## config.mk

```make
export PLATFORM = sky130hd
export DESIGN_NAME = approx_sad_accum
export DESIGN_NICKNAME = d
export VERILOG_FILES = /design/src/rtl/approx_sad_accum.sv
export SDC_FILE = /design/constraint.sdc
export NUM_CORES = 1
export LEC_CHECK = 0
export BUFFER_PORTS_ARGS = -buffer_cell sky130_fd_sc_hd__buf_2
export CAP_MARGIN = 20
export CORE_MARGIN = 3
export CORE_UTILIZATION = 35
export CTS_BUF_LIST = sky130_fd_sc_hd__clkbuf_4 sky130_fd_sc_hd__clkbuf_8
export CTS_CLUSTER_DIAMETER = 100
export DETAILED_ROUTE_END_ITERATION = 10
export PLACE_DENSITY_LB_ADDON = 0.3
export SYNTH_ARGS = -nofsm -noshare
export SYNTH_HDL_FRONTEND = slang
export SYNTH_SLANG_ARGS = --single-unit
```

## constraint.sdc

```tcl
create_clock -name clk -period 2.4 [get_ports clk]
set_input_delay 0.12 -clock clk [delete_from_list [all_inputs] [get_ports clk]]
set_output_delay 0.12 -clock clk [all_outputs]
set_load 0.05 [all_outputs]
```

## src/rtl/approx_sad_accum.sv

```systemverilog
// approx_sad_accum: streaming approximate SAD engine, one sum per frame on a valid/ready port.
// Define APPROX_SUB_EXACT_EN to use the exact 16-bit |a-b| as a golden reference.
module approx_sad_accum #(
  parameter int ACC_W     = 24,
  parameter int CNT_W     = 12,
  parameter int FRAME_LEN = 64
) (
  input  logic             clk,
  input  logic             rst_n,
  input  logic             s_valid,
  output logic             s_ready,
  input  logic [15:0]      s_a,
  input  logic [15:0]      s_b,
  input  logic             s_last,
  output logic             m_valid,
  input  logic             m_ready,
  output logic [ACC_W-1:0] m_sum,
  output logic [CNT_W-1:0] m_count
);
  typedef enum logic [1:0] {IDLE, ACCUM, DRAIN, HOLD} state_t;
  state_t state_q, state_d;
  logic rdy_q, v1_q, take, close, clr;
  logic [15:0] d, d_q;
  logic [1:0] dr_q, dr_d;
  logic [CNT_W-1:0] in_q, in_d, cnt_q;
  logic [ACC_W-1:0] acc_q;
`ifdef APPROX_SUB_EXACT_EN
  assign d = (s_a >= s_b) ? s_a - s_b : s_b - s_a;
`else
  assign d[15:8] = (s_a[15:8] >= s_b[15:8]) ? s_a[15:8] - s_b[15:8] : s_b[15:8] - s_a[15:8];
  assign d[7:4]  = s_a[7:4] & ~s_b[7:4];
  assign d[3:2]  = s_a[3:2] ^ s_b[3:2];
  assign d[1:0]  = 2'b00;
`endif
  // rdy_q keeps s_ready low until the first edge after reset release
  assign s_ready = rdy_q && (state_q == IDLE || state_q == ACCUM);
  assign take    = s_valid && s_ready;
  assign close   = take && (s_last || in_q == CNT_W'(FRAME_LEN - 1));
  assign m_valid = state_q == HOLD;
  assign clr     = m_valid && m_ready;
  assign m_sum   = acc_q;
  assign m_count = cnt_q;
  always_comb begin
    state_d = state_q;
    dr_d    = dr_q;
    in_d    = in_q;
    case (state_q)
      IDLE, ACCUM: begin
        if (take) begin
          in_d    = in_q + 1'b1;
          dr_d    = 2'd0;
          state_d = close ? DRAIN : ACCUM;
        end
      end
      DRAIN: begin
        dr_d    = dr_q + 1'b1;
        state_d = (dr_q == 2'd2) ? HOLD : DRAIN;
      end
      HOLD: begin
        state_d = m_ready ? IDLE : HOLD;
        in_d    = m_ready ? '0 : in_q;
      end
      default: state_d = IDLE;
    endcase
  end
  always_ff @(posedge clk or negedge rst_n) begin
    if (!rst_n) begin
      state_q <= IDLE;
      rdy_q   <= 1'b0;
      dr_q    <= '0;
      in_q    <= '0;
      v1_q    <= 1'b0;
      d_q     <= '0;
      acc_q   <= '0;
      cnt_q   <= '0;
    end else begin
      state_q <= state_d;
      rdy_q   <= 1'b1;
      dr_q    <= dr_d;
      in_q    <= in_d;
      v1_q    <= take;
      if (take) d_q <= d;
      if (clr) begin
        acc_q <= '0;
        cnt_q <= '0;
      end else if (v1_q) begin
        acc_q <= acc_q + ACC_W'(d_q);
        cnt_q <= cnt_q + 1'b1;
      end
    end
  end
endmodule
```

==> results of run 1 <==
worst max-delay path, stage by stage (launching register included):
cell      delay (ps)
dfrtp_2          420
ha_2             210
fa_2             350
a21o_1           200
a21oi_2          170
o21ai_2          110
nand4_1          120
a31oi_1           90
or3b_1           380
o2111a_1         130
state kept, by name, summed over array words and instances, names as in the netlist:
name and flops:
v1_q 1, in_q 12, m_sum 22, rdy_q 1, m_count 12, state_q 2, dr_q 2, d_q 14
cell families (layout without fill, tap and decap cells):
| logic type | count (synthesis) | in the layout | synth area share, % |
|---|---|---|---|
| muxes | 13 | 13 | 3.075 |
| xor gates and xnor gates | 36 | 36 | 7.379 |
| and+or+nand+nor | 170 | 170 | 19.71 |
| other | 2 | 3 | 0.1758 |
| adders and majority gates | 35 | 35 | 10.78 |
| AOI/OAI and AO/OA | 107 | 107 | 16.28 |
| DFF | 66 | 66 | 38.65 |
| buffers and inverters | 42 | 123 | 3.953 |
metal layers:
layer / GRT usage, % / wire, um / vias up
met5: 0 / 0 / -
met4: 5.646 / 128 / 0
met3: 2.953 / 417 / 9
met2: 24.64 / 4403 / 74
met1: 19.90 / 4473 / 1713
li1: - / - / 1812
power by group through the flow:
stage | registers (mW) | clock network, mW | logic, mW
floorplan | 2.42 | 0 | 1.79
global placement | 1.83 | 0 | 3.13
detailed placement | 1.85 | 0 | 3.18
CTS | 1.83 | 1.01 | 3.20
global route | 1.91 | 1.06 | 3.68
finish | 1.85 | 0.987 | 3.31
timing repair:
action,in CTS,in global routing
hold buffers,5,0
setup endpoints to repair,0,8
endpoints found under the hold margin,28,0
gates resized for setup,0,11
buffers inserted,0,1
final cells by class:
class / instances / area [sq um] / area share, %
sequential: 66 / 1654 / 32.24
clock buffer: 14 / 173.9 / 3.389
tap: 143 / 178.9 / 3.487
multi-input combinational: 364 / 2521 / 49.13
clock inverter: 2 / 35.03 / 0.6828
timing repair buffer: 83 / 478.0 / 9.315
inverter: 24 / 90.09 / 1.756
cell usage after synthesis (all sizes together) (10+ instances only):
library cell  instances
mux2i                12
a21oi                25
nand3                13
clkbuf               10
xor2                 21
nor2                 47
xnor2                15
nand2                47
ha                   32
dfrtp                66
inv                  24
o21ai                34
how the worst max path moves through the flow:
stage	startpoint	to	cells past startpoint
after floorplan	m_sum[2]	m_sum[14]	9
after global placement	m_sum[2]	m_sum[14]	9
after detailed placement	m_sum[2]	m_sum[14]	9
after CTS	m_sum[2]	m_sum[14]	9
after global routing	m_sum[4]	m_sum[21]	9
final	m_sum[2]	m_sum[14]	9
stage by stage:
stage | utilization, % | instance area [sq um] | std cells | hold slack, ps
after CTS | 43.43 | 5065 | 695 | 2.007
after global routing | 44.00 | 5131 | 696 | 13.91
final | 44.00 | 5131 | 696 | 14.54
after global placement | 41.21 | 4806 | 674 | 171.9
after detailed placement | 41.21 | 4806 | 674 | 168.2
after floorplan | - | 4285 | 472 | -175.6
==> results.toml, run 1 <==
[timing]
finalHoldViolCount = 0
final.setup.worst_slack_ps = 114.9
timing.fmax_mhz = 437.6
slew-limit-headroom_pct = 58.56
period_share_pct = 95.21
setup-tns-final_ps = 0
final.min_clock_period_ps = 2285
final_slew_viol_count = 0
final_skew_ps = 10.73
setup_viol = 0
timing_worst_slew_pin_value_ps = 615.1

[yosys]
post-synth-top-area-fraction_pct = 38.65
synth_warnings = 0
yosys-top-cells-area = "dfrtp_1 (39%), ha_1 (9.4%), xor2_1 (4.3%)"
synth.yosys.seq_area_share_pct = 38.65
synth.largest_area_cell = "dfrtp_1"
synth_cell_types = 57
synth_async_sr_flop_share_pct = 100.0
dominantRegCellSynth = "dfrtp_1"
postSynthAreaPerCell_sq_um = 9.072
synth_edf_count = 0
number_of_synthesized_register_bits = 66
netlist_instances = 471
syn_area_sq_mm = 0.004273

[setup_path]
setup.worst_path.end_class = "flop"
worst_r2r_startpoint = "m_sum[2]"
worst_ep_required_time_ps = 2630
timing.reg2reg.worst_path_depth = 9
cp-start-kind = "flop"
critical_path.max_fanout = 4
path_class = "reg -> reg"
regToRegEndpoint = "m_sum[14]"
setup.reg_to_reg.worst_slack_ps = 110
arrival_ps = 2510

[pwr]
cell_internal_pwr_mw = 3.247
sequentialPowerShare_pct = 30.1
power_frac_comb_pct = 53.9
clock_power_share_pct = 16.0
reported_net_switching_power_mw = 2.906
worst_vdd_rail_ir_drop_uv = 338.1
totalPowerFinal_mw = 6.153
powerDensity_mw_per_mm2 = 1199
power.share.switching_pct = 47.23
p_leak_nw = 2.456

[clocking]
htree_levels = 3
clockBufferDepth = 2
cts_inserted_buffers = 9
worst_skew_pair_latency_ps = 350
cts-root-buf = "clkbuf_8"
cts.sink_count = 66
cts_tree = "done"
clk_pin_slew_worst_setup_hold_paths_ps = 70

[layout]
num-fill-cells = 1144
fin_nets = 620
syn2layout_area_growth_pct = 20.09
share_of_cells_above_drive_strength_1_pct = 20.61
layout.cells.most_common = "buf_2"
insertedDiodeCount = 0
layout_common_cells = "buf_2 (68), dfrtp_1 (64), nand2_1 (47), nor2_1 (47), ha_1 (28)"

[global_routing]
global_route.overflow_total = 0
grtUsageTotal_pct = 15.10
grt_pass1_vias = 3553
largest_net_degree_at_the_start_of_global_routing = 42
antenna_violations_before_repair = 0
grt_pass1_wl_mm = 16.67

[min_path]
worst_hold_path.endpoint = "d_q[5]"
min-delay-start = "s_b[5]"
worst_min_path_class = "in -> reg"
hold_path_depth = 3

[route]
postRouteWirelength_mm = 9.423
detailed_route_via_count = 3608
iter_0_drt_violations = 180
vias_per_cell = 5.184
drt_drc_violations_left = 0
routed_wire_length_per_instance_um = 13.54
antenna_left = 0
dr.pass1.iters = 4

[place]
number_of_port_buffers = 68
dp_hpwl_mm = 6.960
post-place-ws_ps = 60.60
gpl.final_weighted_congestion = 0.7940

[die]
die_height_um = 116.5
chipWidth_um = 116.5
io-pin-count = 75
design.die.area_sq_mm = 0.01357
floorplan.initialDensity_pct = 36.64
coreArea_sq_mm = 0.01166
row_count = 39

[run_status]
status = "completed"

[flow_run]
cap_violations = 0
Power figures use the tool's default switching activity.
==> run 2: changes to the inputs <==
--- a/config.mk
+++ b/config.mk
@@ -12,7 +12,7 @@
 export CTS_BUF_LIST = sky130_fd_sc_hd__clkbuf_4 sky130_fd_sc_hd__clkbuf_8
 export CTS_CLUSTER_DIAMETER = 100
 export DETAILED_ROUTE_END_ITERATION = 10
-export PLACE_DENSITY_LB_ADDON = 0.3
+export PLACE_DENSITY_LB_ADDON = 0.08
 export SYNTH_ARGS = -nofsm -noshare
 export SYNTH_HDL_FRONTEND = slang
 export SYNTH_SLANG_ARGS = --single-unit
==> results.toml, run 2 (synthesis gave the netlist of run 1 again) <==
[setup_path]
worst_path_largest_cell_delay_ps = 410
timing.reg2reg.worst_path_depth = 9
setup.reg_to_reg.worst_slack_ps = 160
worstPathBufferInverterCount = 0
cp-start-kind = "flop"
critical_path.max_fanout = 4
worstPathCellList = "ha_2 > fa_2 > a21o_1 > a21oi_2 > o21ai_2 > nand4_1 > a31oi_1 > or3b_1 > o2111a_1"
path_class = "reg -> reg"
timing.critical_path.depth = 9
worst_r2r_startpoint = "m_sum[2]"
standard_cell_with_the_maximum_stage_delay_on_the_critical_path = "dfrtp_2"
worstSetupStartpoint = "m_sum[2]"
regToRegEndpoint = "m_sum[14]"
worst_ep_required_time_ps = 2630
worstSetupEndpoint = "m_sum[14]"
cpLargestDelayFamily = "compound AO/OA/AOI/OAI gates"
arrival_ps = 2480
setup.worst_path.end_class = "flop"

[global_routing]
antenna_violations_before_repair = 0
grt_pass1_wl_mm = 16.74
grt_pass1_vias = 3512
global_route.overflow_total = 0
grtUsageTotal_pct = 15.29
largest_net_degree_at_the_start_of_global_routing = 42

[die]
die_height_um = 116.5
design.die.area_sq_mm = 0.01357
row_count = 39
floorplan.initialDensity_pct = 36.64
io-pin-count = 75
chipWidth_um = 116.5
coreArea_sq_mm = 0.01166

[clocking]
worst_skew_pair_latency_ps = 350
clk_pin_slew_worst_setup_hold_paths_ps = 70
htree_levels = 3
cts_tree = "done"
clockBufferDepth = 2
cts-root-buf = "clkbuf_8"
cts.sink_count = 66
cts_inserted_buffers = 9

[route]
route.met2.wl_mm = 4.372
postRouteWirelength_mm = 9.831
antenna_left = 0
drt-met1-wl_mm = 4.929
iter_0_drt_violations = 158
routed_wire_length_per_instance_um = 13.92
drt_drc_violations_left = 0
dr_wl_met3_um = 359
detailed_route_via_count = 3598
dr.pass1.iters = 4
top_layer_used = "met4"
vias_per_cell = 5.096

[flow_run]
cap_violations = 0

[min_path]
worst_min_path_class = "in -> reg"

[timing]
final.min_clock_period_ps = 2243
grt_setup_unrepaired = "true"
setup-tns-final_ps = 0
setup_viol = 0
slew-limit-headroom_pct = 58.01
final_slew_viol_count = 0
timing.fmax_mhz = 445.8
timing_worst_slew_pin_value_ps = 629.8
final_skew_ps = 10.72
period_share_pct = 93.47
final.setup.worst_slack_ps = 156.7
finalHoldViolCount = 0

[layout]
syn2layout_area_growth_pct = 22.17
insertedDiodeCount = 0
fin_nets = 630
layout.cells.most_common = "buf_2"
share_of_cells_above_drive_strength_1_pct = 20.78
layout_common_cells = "buf_2 (68), dfrtp_1 (64), nand2_1 (47), nor2_1 (47), ha_1 (29)"
fin_cells = 706
flip_flop_count_of_the_largest_register_after_layout = 22

[place]
gpl.final_weighted_congestion = 0.7899
post-place-ws_ps = 51.00
placed_cells_incl_taps = 676
dp_hpwl_mm = 7.124
number_of_port_buffers = 68

[pwr]
powerDensity_mw_per_mm2 = 1202
sequentialPowerShare_pct = 28.8
power.share.switching_pct = 46.57
power_frac_comb_pct = 54.3
cell_internal_pwr_mw = 3.354
totalPowerFinal_mw = 6.277
reported_net_switching_power_mw = 2.923
p_leak_nw = 2.494
clock_power_share_pct = 16.9
worst_vdd_rail_ir_drop_uv = 587.3

[run_status]
status = "completed"
run 2: changes by cell type in the layout (fill, tap and decap cells not counted), sizes merged:
cell         delta
clkinvlp        +2
clkbuf          -4
bufinv          +1
dlygate4sd3     +4
inv             +1
buf             +6
run 2: timing repair:
action,4_1_cts,5_1_grt
hold buffers,9,0
setup endpoints to repair,0,9
setup buffers,0,5
gates resized for setup,0,8
endpoints found under the hold margin,29,0
run 2: worst min-delay path by stage:
stage	startpoint	slack [ps]	endpoint	depth (start not counted)
2_1_floorplan	rst_n	-180	d_q[10]	0
3_3_place_gp	rst_n	180	m_count[8]	1
3_5_place_dp	rst_n	180	m_count[8]	1
4_1_cts	s_a[3]	30	d_q[3]	3
5_1_grt	s_a[2]	70	d_q[2]	3
6_report	s_a[3]	60	d_q[3]	3
run 2: worst reg2reg max path, delay by kind of cell, from the launching register on:
kind / cells / cell delay, ps
fa+ha+maj: 2 / 560
simple gates: 2 / 500
flops: 1 / 410
compound gates: 5 / 680
run 2: power by group through the flow:
stage	sequential, mW	clock [mW]	combinational [mW]
6_report	1.81	1.06	3.41
3_3_place_gp	1.81	0	3.22
3_5_place_dp	1.82	0	3.24
5_1_grt	1.87	1.15	3.80
2_1_floorplan	2.42	0	1.79
4_1_cts	1.81	1.11	3.28
run 2: through the flow:
| stage | hold slack, ps | utilization, % | cell area, sq um |
|---|---|---|---|
| final | 58.58 | 44.76 | 5220 |
| after global routing | 65.65 | 44.76 | 5220 |
| after CTS | 34.27 | 44.05 | 5137 |
| after detailed placement | 179.4 | 41.34 | 4821 |
| after global placement | 177.8 | 41.34 | 4821 |
| after floorplan | -175.6 | - | 4285 |
run 2: layout make-up:
class                      instances  area (sq um)
fill                            1165          6442
sequential                        66          1654
multi-input combinational        364          2507
clock inverter                     6         88.84
inverter                          24         90.09
tap                              143         178.9
timing repair buffer              93         563.0
clock buffer                      10         137.6
run 2: metal layers:
metal,global-route usage [%],up-vias
li1,-,1816
met1,21.10,1715
met2,23.80,56
met3,3.627,11
met4,4.718,0
met5,0,-
==> run 3: changes to the inputs <==
--- a/config.mk
+++ b/config.mk
@@ -8,7 +8,7 @@
 export BUFFER_PORTS_ARGS = -buffer_cell sky130_fd_sc_hd__buf_2
 export CAP_MARGIN = 20
 export CORE_MARGIN = 3
-export CORE_UTILIZATION = 35
+export CORE_UTILIZATION = 53
 export CTS_BUF_LIST = sky130_fd_sc_hd__clkbuf_4 sky130_fd_sc_hd__clkbuf_8
 export CTS_CLUSTER_DIAMETER = 100
 export DETAILED_ROUTE_END_ITERATION = 10
==> results.toml, run 3 (synthesis gave the netlist of run 1 again) <==
[pwr]
worst_vdd_rail_ir_drop_uv = 676.6
p_leak_nw = 2.444
powerDensity_mw_per_mm2 = 1207

[global_routing]
antenna_violations_before_repair = 0
grt_pass1_wl_mm = 15.26
largest_net_degree_at_the_start_of_global_routing = 39
grtUsageTotal_pct = 20.88
grt_pass1_vias = 3456
global_route.overflow_total = 0

[run_status]
status = "completed"

[place]
gpl.final_weighted_congestion = 0.8486
dp_hpwl_mm = 6.583
number_of_port_buffers = 68
post-place-ws_ps = 39.89

[layout]
syn2layout_area_growth_pct = 18.89
share_of_cells_above_drive_strength_1_pct = 19.96
area_taken_by_multi_input_logic_gates_sq_mm = 0.002515
layout_common_cells = "buf_2 (68), dfrtp_1 (64), nand2_1 (47), nor2_1 (47), ha_1 (28)"
layout.cells.most_common = "buf_2"
insertedDiodeCount = 0
flip_flop_count_of_the_largest_register_after_layout = 22
fin_nets = 618
num-fill-cells = 670
seq_area_sq_mm = 0.001654

[die]
row_count = 32
floorplan.initialDensity_pct = 55.01
io-pin-count = 75
design.die.area_sq_mm = 0.009176
coreArea_sq_mm = 0.007767
die_height_um = 95.79
chipWidth_um = 95.79

[setup_path]
timing.reg2reg.worst_path_depth = 9
worstPathBufferInverterCount = 0
regToRegEndpoint = "m_sum[14]"
worst_ep_required_time_ps = 2630
setup.reg_to_reg.worst_slack_ps = 90
worst_path_largest_cell_delay_ps = 420
setup.worst_path.end_class = "flop"
path_class = "reg -> reg"
arrival_ps = 2540
critical_path.max_fanout = 4
cp-start-kind = "flop"
worstPathCellList = "ha_2 > fa_2 > a21o_1 > a21oi_2 > o21ai_2 > nand4_1 > a31oi_1 > or3b_1 > o2111a_1"
standard_cell_with_the_maximum_stage_delay_on_the_critical_path = "dfrtp_2"
worst_r2r_startpoint = "m_sum[2]"
cpLargestDelayFamily = "compound AO/OA/AOI/OAI gates"

[timing]
final.min_clock_period_ps = 2305
timing_worst_slew_pin_value_ps = 695.7
period_share_pct = 96.04
slew-limit-headroom_pct = 53.62
final_skew_ps = 13.36
setup_viol = 0
final_slew_viol_count = 0
timing.fmax_mhz = 433.8
setup-tns-final_ps = 0
final.setup.worst_slack_ps = 94.94
finalHoldViolCount = 0

[route]
detailed_route_via_count = 3629
antenna_left = 0
drt_drc_violations_left = 0
dr.pass1.iters = 6
postRouteWirelength_mm = 8.997
iter_0_drt_violations = 142
routed_wire_length_per_instance_um = 13.78
vias_per_cell = 5.557

[clocking]
clockBufferDepth = 2
worst_skew_pair_latency_ps = 350
cts-root-buf = "clkbuf_8"
cts.sink_count = 66
clk_pin_slew_worst_setup_hold_paths_ps = 80
cts_tree = "done"
htree_levels = 3
cts_inserted_buffers = 9

[min_path]
worst_hold_path.endpoint = "d_q[6]"
min-delay-start = "s_a[6]"
hold_path_depth = 3
worst_min_path_class = "in -> reg"

[flow_run]
cap_violations = 0
## run 3: what timing repair did
| action | 4_1_cts | 5_1_grt |
|---|---|---|
| endpoints found under the hold margin | 31 | 0 |
| endpoints found under the setup margin | 0 | 11 |
| gates resized for setup | 0 | 10 |
| setup buffers | 0 | 0 |
| hold buffers | 6 | 0 |
## run 3: report_power, final
part           internal, mW  leakage [nW]  switching (mW)
clock network         0.615         0.112           0.442
registers              1.48         0.852           0.352
logic                  1.17          1.48            2.08
## run 3: metal layers
layer	GRT usage, %	part of all wire (%)
met2	35.21	48
met3	3.987	4.9
met5	0	0
met1	26.67	46
met4	7.583	1.1
## run 3: cell type report
type,count,area share (%)
clock buffers,10,2.709
clock inverters,6,1.773
inverters,24,1.773
multi-input cells,364,49.51
flip-flops and latches,66,32.56
well taps,102,2.512
repair buffers,81,9.163
## run 3: worst register-to-register path, delay by kind of cell, from the launching register on
family,cells,cell delay (ps)
simple gates,2,480
fa+ha+maj,2,560
compound gates,5,730
flops,1,420
## run 3: stage by stage
step | hold WS (ps) | instances | instance area, sq um | util (%) | total power [mW]
after global routing | 29.07 | 653 | 5080 | 65.40 | 6.622
after floorplan | -175.6 | 472 | 4285 | - | 4.216
after detailed placement | 202.8 | 631 | 4740 | 61.02 | 4.971
after global placement | 188.9 | 631 | 4740 | 61.02 | 4.906
after CTS | 0.4106 | 653 | 5027 | 64.72 | 6.061
final | 12.00 | 653 | 5080 | 65.40 | 6.132
## run 3: worst max-delay path by stage
stage	start	depth (start not counted)	end	slack (ps)
6_report	m_sum[2]	9	m_sum[14]	90
5_1_grt	m_sum[2]	9	m_sum[14]	-20
4_1_cts	m_sum[2]	9	m_sum[14]	4
3_5_place_dp	m_sum[2]	9	m_sum[14]	40
3_3_place_gp	m_sum[2]	9	m_sum[14]	80
2_1_floorplan	m_sum[2]	9	m_sum[14]	-30
